==> src/rtl/fetch_ctrl.sv <==
// ============================================================================
// Module   : fetch_ctrl
// Brief    : Fetch-stage sequencer: imem handshake, PC enable, F/D register,
//            redirect squash of stale responses and sticky timeout error.
// Revision : 1.0  initial release
// ============================================================================
`default_nettype none

module fetch_ctrl #(
    parameter int TIMEOUT = 16,
    parameter int N       = 64
) (
    input  logic         clk,
    input  logic         reset,
    input  logic [N-1:0] imem_addr_F,
    input  logic         PCSrc_F,
    input  logic         stall_D,
    input  logic         mem_ready,
    input  logic [31:0]  mem_rdata,
    output logic         pc_en_F,
    output logic         mem_req,
    output logic [N-1:0] mem_addr,
    output logic [31:0]  instr_D,
    output logic [N-1:0] pc_D,
    output logic         valid_D,
    output logic         fetch_err
);

    typedef enum logic [2:0] {
        S_IDLE  = 3'd0,
        S_FETCH = 3'd1,
        S_HOLD  = 3'd2,
        S_DROP  = 3'd3,
        S_ERR   = 3'd4
    } state_t;

    localparam logic [7:0] c_cnt_last = 8'(TIMEOUT - 1);

    state_t         r_state;
    state_t         w_state_nxt;
    logic           r_pend;
    logic [N-1:0]   r_pend_addr;
    logic [7:0]     r_wait_cnt;
    logic           r_hold_vld;
    logic [31:0]    r_hold_instr;
    logic [N-1:0]   r_hold_pc;

    logic           w_issue;
    logic           w_done;
    logic           w_timeout;
    logic           w_fd_load;
    logic           w_fd_from_hold;
    logic           w_fd_clear;
    logic           w_hold_load;
    logic           w_hold_clr;

    // A new request goes out only when nothing is outstanding and F/D can take it.
    assign w_issue   = (r_state == S_FETCH) && !r_pend && (!valid_D || !stall_D);
    assign mem_req   = w_issue || (r_pend && ((r_state == S_FETCH) || (r_state == S_DROP)));
    assign mem_addr  = w_issue ? imem_addr_F : r_pend_addr;
    assign w_done    = mem_req && mem_ready;
    assign w_timeout = mem_req && !mem_ready && (r_wait_cnt == c_cnt_last);

    always_comb begin
        w_state_nxt    = r_state;
        pc_en_F        = 1'b0;
        w_fd_load      = 1'b0;
        w_fd_from_hold = 1'b0;
        w_fd_clear     = 1'b0;
        w_hold_load    = 1'b0;
        w_hold_clr     = 1'b0;
        case (r_state)
            S_IDLE: w_state_nxt = S_FETCH;
            S_FETCH: begin
                if (PCSrc_F) begin
                    pc_en_F     = 1'b1;
                    w_fd_clear  = 1'b1;
                    w_hold_clr  = 1'b1;
                    w_state_nxt = (mem_req && !mem_ready) ? S_DROP : S_FETCH;
                end else if (w_done) begin
                    pc_en_F = 1'b1;
                    if (!stall_D) begin
                        w_fd_load = 1'b1;
                    end else begin
                        w_hold_load = 1'b1;
                        w_state_nxt = S_HOLD;
                    end
                end else if (!stall_D) begin
                    w_fd_clear = 1'b1;
                end
            end
            S_HOLD: begin
                if (PCSrc_F) begin
                    pc_en_F     = 1'b1;
                    w_fd_clear  = 1'b1;
                    w_hold_clr  = 1'b1;
                    w_state_nxt = S_FETCH;
                end else if (!stall_D) begin
                    w_fd_from_hold = 1'b1;
                    w_hold_clr     = 1'b1;
                    w_state_nxt    = S_FETCH;
                end
            end
            S_DROP: begin
                pc_en_F = PCSrc_F;
                if (mem_ready) begin
                    w_state_nxt = S_FETCH;
                end
            end
            S_ERR: w_state_nxt = S_ERR;
            default: w_state_nxt = S_IDLE;
        endcase
        // Timeout overrides everything: freeze the PC and kill F/D.
        if (w_timeout) begin
            w_state_nxt    = S_ERR;
            pc_en_F        = 1'b0;
            w_fd_load      = 1'b0;
            w_fd_from_hold = 1'b0;
            w_hold_load    = 1'b0;
            w_fd_clear     = 1'b1;
        end
    end

    always_ff @(posedge clk or posedge reset) begin
        if (reset) begin
            r_state      <= S_IDLE;
            r_pend       <= 1'b0;
            r_pend_addr  <= '0;
            r_wait_cnt   <= '0;
            r_hold_vld   <= 1'b0;
            r_hold_instr <= '0;
            r_hold_pc    <= '0;
            instr_D      <= '0;
            pc_D         <= '0;
            valid_D      <= 1'b0;
            fetch_err    <= 1'b0;
        end else begin
            r_state <= w_state_nxt;

            if ((w_state_nxt == S_ERR) || w_done) begin
                r_pend <= 1'b0;
            end else if (w_issue) begin
                r_pend <= 1'b1;
            end
            if (w_issue) begin
                r_pend_addr <= imem_addr_F;
            end

            if (w_done) begin
                r_wait_cnt <= '0;
            end else if (mem_req) begin
                r_wait_cnt <= r_wait_cnt + 8'd1;
            end

            if (w_fd_clear) begin
                valid_D <= 1'b0;
            end else if (w_fd_load) begin
                instr_D <= mem_rdata;
                pc_D    <= mem_addr;
                valid_D <= 1'b1;
            end else if (w_fd_from_hold) begin
                instr_D <= r_hold_instr;
                pc_D    <= r_hold_pc;
                valid_D <= r_hold_vld;
            end

            if (w_hold_load) begin
                r_hold_instr <= mem_rdata;
                r_hold_pc    <= mem_addr;
                r_hold_vld   <= 1'b1;
            end else if (w_hold_clr) begin
                r_hold_vld <= 1'b0;
            end

            if (w_state_nxt == S_ERR) begin
                fetch_err <= 1'b1;
            end
        end
    end

endmodule

`default_nettype wire

==> config.mk <==
export PLATFORM = sky130hd
export DESIGN_NAME = fetch_ctrl
export DESIGN_NICKNAME = d
export VERILOG_FILES = /design/src/rtl/fetch_ctrl.sv
export SDC_FILE = /design/constraint.sdc
export NUM_CORES = 1
export LEC_CHECK = 0
export ABC_AREA = 1
export BUFFER_PORTS_ARGS = -buffer_cell sky130_fd_sc_hd__buf_2
export CAP_MARGIN = 10
export CORE_MARGIN = 2
export CORE_UTILIZATION = 36
export DETAILED_ROUTE_END_ITERATION = 8
export HOLD_SLACK_MARGIN = 0.1
export SYNTH_ARGS = -nofsm -noshare
export SYNTH_HDL_FRONTEND = slang
export SYNTH_SLANG_ARGS = --single-unit
==> constraint.sdc <==
create_clock -name clk -period 12 [get_ports clk]
set_input_delay 1.2 -clock clk [delete_from_list [all_inputs] [get_ports clk]]
set_output_delay 1.2 -clock clk [all_outputs]
set_load 0.02 [all_outputs]
### Yosys cells after proc, flatten, opt, wreduce, memory -nomap -nowiden

Cells that the tools add are included.

| word-level totals | value |
|---|---|
| word-level logic and storage cells | 87 |
| bits of input ports | 101 |
| register bits | 271 |
| output and inout bits | 164 |

| operators by class | value |
|---|---|
| mux-type cells | 47 |
| $add $sub $neg | 1 |
| bitwise gates (word level) | 1 |
| equal/unequal tests | 6 |
| reductions and logical operators | 21 |

Operator list:

| operator | number |
|---|---|
| two-way mux 64 bit | 3 |
| two-way mux 32 bit | 2 |
| two-way mux 1 bit | 28 |
| two-way mux 3 bit | 7 |
| two-way mux 8 bit | 2 |
| case mux 3 bit (5 select lines) | 1 |
| adder 8 x 1 -> 8 bit (second input constant) | 1 |
| == test 8 x 4 -> 1 bit (second input constant) | 1 |
| nonzero test 2 bit | 4 |
| == test 3 x 2 -> 1 bit (second input constant) | 2 |
| == test 3 bit (second input constant) | 2 |
| logical AND 1 bit | 6 |
| logical NOT 1 bit | 4 |
| logical OR 1 bit | 4 |
| case mux 1 bit (2 select lines) | 2 |
| == test 3 x 1 -> 1 bit (second input constant) | 1 |
| logical NOT 3 bit | 1 |
| case mux 1 bit (3 select lines) | 1 |
| nonzero test 3 bit | 1 |
| two-way mux 2 bit | 1 |
| AND reduction 2 bit | 1 |
| inverter 1 bit | 1 |

### Longest topological paths before layout

| depth | value |
|---|---|
| word-level depth | 12 |
| mapped depth | 12 |

### Worst setup path after synthesis

OpenSTA, ideal clock, no wires.

| path | value |
|---|---|
| path kind | in2out |
| start | input port stall_D |
| end | output port pc_en_F |
| slack | 8,710 ps |
| data arrival time | 2,090 ps |
| stages on the path | 7 |
| cell sequence | nand2_1 -> nand3_2 -> nand2_4 -> nand2_4 -> inv_4 -> nand2_1 -> a21oi_1 |

| on the way | value |
|---|---|
| cells in the longest elaborated chain, start to end | 9 |
| elaborated cells on any way between the ends | 11 |
| classes of those cells | 4 x mux; 7 x reduce/logical |

Ends and longest elaborated chain:

| item | RTL line | source |
|---|---|---|
| start, declared | 17 | `input logic stall_D,` |
| logical NOT 1 bit * | -- |  |
| logical OR 1 bit * | 58 | `assign w_issue = (r_state == S_FETCH) && !r_pend && (!valid_D \|\| !stall_D);` |
| logical AND 1 bit * | 58 |  |
| logical OR 1 bit * | 59 | `assign mem_req = w_issue \|\| (r_pend && ((r_state == S_FETCH) \|\| (r_state == S_DROP)));` |
| logical AND 1 bit | 61 | `assign w_done = mem_req && mem_ready;` |
| two-way mux 1 bit | 80 | `end else if (w_done) begin` |
| two-way mux 1 bit | 75 | `if (PCSrc_F) begin` |
| case mux 1 bit (3 select lines) | 72 | `case (r_state)` |
| two-way mux 1 bit * | 114 | `if (w_timeout) begin` |
| end, declared | 20 | `output logic pc_en_F,` |

Every way passes the cells marked *; elsewhere a longest branch is shown, timed or not.

### Final worst setup path

| path | value |
|---|---|
| start | input port stall_D |
| end | output port mem_addr[9] |

| on the way | value |
|---|---|
| cells in the longest elaborated chain, start to end | 4 |

Ends and longest elaborated chain:

| item | RTL line | source |
|---|---|---|
| logical NOT 1 bit | -- |  |
| logical OR 1 bit | 58 |  |
| logical AND 1 bit | 58 |  |
| two-way mux 64 bit | -- |  |
| end, declared | 22 | `output logic [N-1:0] mem_addr,` |

Every way passes these cells.

==> metrics <==
WS Path Type=in -> out; Placer Congestion=0.832; fin crit share=37.3%; RSZ-0062 raised after global routing=no; GR Layer Usage met1=23.2%; vias in the first global route=9223; CP peak stage delay=0.74 ns; Seq/Total Area, Yosys=57.3%; Sum Neg Setup Slack=0 ns; slowest CP cell=buf_4; static leakage=8.02 nW; die height=185 um; WP buf/inv=4; initial antenna violation count=0; n_diodes=0; post-route ant nets=0; GR Util met2=28.3%; Required @ worst endpoint=10.80 ns; Cell variety after synth=27; clock skew=0.0121 ns; Die Span X=185 um; Top delay family on crit path=buffers and inverters; pwr dens=291 nW/um^2; clk root buf=clkbuf_16; final-stage net count=1782; Core Box Area=32500 um^2; area grow syn2layout=21.5%; Total Routing Usage GR=17.3%; dpl cells=2090; layout cells sized above 1=19.8%; gr busiest metal=met2; met3 Resource Use GR=3.26%; DRT iter0 DRCs=697; relative slew slack=35.1%; Reg clk slew, reported paths=0.06 ns; startpoint types=input port; Cells after Synth=1453; CTS resizes=0; number of I/O pins=265; total wire length=29500 um; crit-path max FO=94; Hold Crit Class=reg -> reg; DR DRC count=0; status=complete, no violations; largest net degree at the start of global routing=133; fill count=3276; min cycle time layout=4.47 ns; crit-path cells=buf_2 -> nand2_1 -> nand3_4 -> buf_4 -> nand2_1 -> o21ai_1 -> inv_1 -> buf_2; register area=6780 um^2; total CTS buffers=30; Final Non-Filler Cells=2145; Row Count=66; via count=9612; fmax=0.224 GHz; Worst-Margin Slew=0.973 ns; postcts setup bufs=0; H-tree levels=1; port bufs=264; Max-Cap Viols=0; Bufs on Longest Clock Path=3; clk sinks=271; first-pass GRT wire length=48000 um; VDD IR max=0.170 mV; worst hold margin=0.464 ns; critical path data arrival time=3.27 ns; Setup violations, final=0; Vias/cell=4.48; Final Util=44.3%; WL per Instance=13.8 um; # hold bufs at CTS=0; total iterations of the first detailed-routing run=5; Worst-Skew Late Latency=0.55 ns; multi-input logic area=3750 um^2; Max Slew Vio Count=0; final setup margin=7.53 ns; hpwl dp=18900 um; FF+latch count, synth=271; starting density of the core=36.5%; Post-Syn Area per Cell=8.15 um^2; crit end category=output pin; post-synth net total=1555; Syn. warnings=0; CTS tree=built; Final Hold Vio Count=0; Die ar.=34400 um^2; dpl ws=7.19 ns; synthesized cell area=11800 um^2; GRT overflow=0
==> routing by layer <==
metal,part of all wire (%),up-vias
met4,2.9,0
met1,45,4403
met5,0,-
met3,6.2,49
met2,46,245
li1,-,4915
==> sequential cells by signal (all words and copies together), names as in the netlist, 3 cells and up <==
name,flops
pc_D,64
r_hold_pc,64
r_pend_addr,64
instr_D,32
r_hold_instr,32
r_wait_cnt,8
r_state,3
==> kinds of logic (layout without fill, tap and decap cells) <==
| family | after synthesis | count (layout) | synth area share, % |
|---|---|---|---|
| compound gates | 242 | 242 | 10.2 |
| xor+xnor | 1 | 1 | 0.0740 |
| fa+ha+maj | 1 | 1 | 0.106 |
| buf+inv | 323 | 573 | 11.2 |
| flops | 271 | 271 | 57.3 |
| simple gates | 615 | 615 | 21.1 |
==> where the power goes <==
part,total [mW],switching (mW),internal [mW]
Sequential,1.49,0.170,1.32
Combinational,1.78,1.24,0.542
Clock,0.907,0.368,0.540
==> cell usage after synthesis <==
cell / count / area share, %
o21ai_0: 136 / 5.7
dfrtp_1: 271 / 57
buf_2: 52 / 2.2
nand2_1: 507 / 16
buf_6: 5 / 0.48
nor2_2: 1 / 0.053
o21ai_1: 97 / 4.1
inv_2: 5 / 0.16
a21oi_1: 9 / 0.38
or2_2: 1 / 0.053
nor3_1: 5 / 0.21
inv_1: 241 / 7.6
buf_1: 1 / 0.032
nor3_4: 1 / 0.14
nor2_4: 1 / 0.095
nand3_2: 2 / 0.17
inv_4: 1 / 0.053
xor2_1: 1 / 0.074
nor2_1: 11 / 0.35
nand4_1: 4 / 0.21
buf_4: 1 / 0.063
nor4_1: 1 / 0.053
clkbuf_1: 17 / 0.54
nand3_4: 2 / 0.30
ha_1: 1 / 0.11
nand3_1: 77 / 3.3
nand2_4: 2 / 0.19
==> path summary, 6_finish.rpt <==
path | startpoint | endpoint | slack, ns | cells after the start
worst max-delay path | stall_D | mem_addr[9] | 7.53 | 8
worst min-delay path | fetch_err | fetch_err | 0.46 | 1
worst max register to register | r_state[2] | instr_D[19] | 8.12 | 8
worst min register to register | fetch_err | fetch_err | 0.46 | 1
max in group asynchronous | reset | pc_D[23] | 8.79 | 4
min in group asynchronous | reset | r_pend_addr[33] | 0.83 | 2
==> cell type report <==
cell class	count	share of cell area [%]
multi-input cells	859	26.1
well taps	442	3.85
repair buffers	271	9.55
clock inverters	10	0.522
clock buffers	45	6.32
inverters	247	6.53
flip-flops and latches	271	47.2
==> per-stage QoR <==
step	instance area, um^2	total power, mW
after floorplan	11800	2.73
after global placement	13400	3.26
after detailed placement	13400	3.30
after CTS	14400	4.24
after global routing	14400	4.53
final	14400	4.18
==> cell usage in the layout (no fill, tap or decap) <==
cell type,n
o21ai_1,97
inv_2,4
a21oi_1,9
nand3_2,1
inv_1,240
clkinv_2,9
or2_2,1
clkbuf_8,8
inv_4,2
buf_2,264
nor2_4,1
buf_4,7
nand2_4,3
nand4_1,4
clkbuf_16,31
nor2_2,1
nand3_1,77
nor3_1,5
inv_8,1
nand2_1,506
nand3_4,3
dfrtp_1,271
o21ai_0,136
nor4_1,1
ha_1,1
nor2_1,11
bufinv_16,1
xor2_1,1
nor3_4,1
clkbuf_1,6
Power figures use the tool's default switching activity.
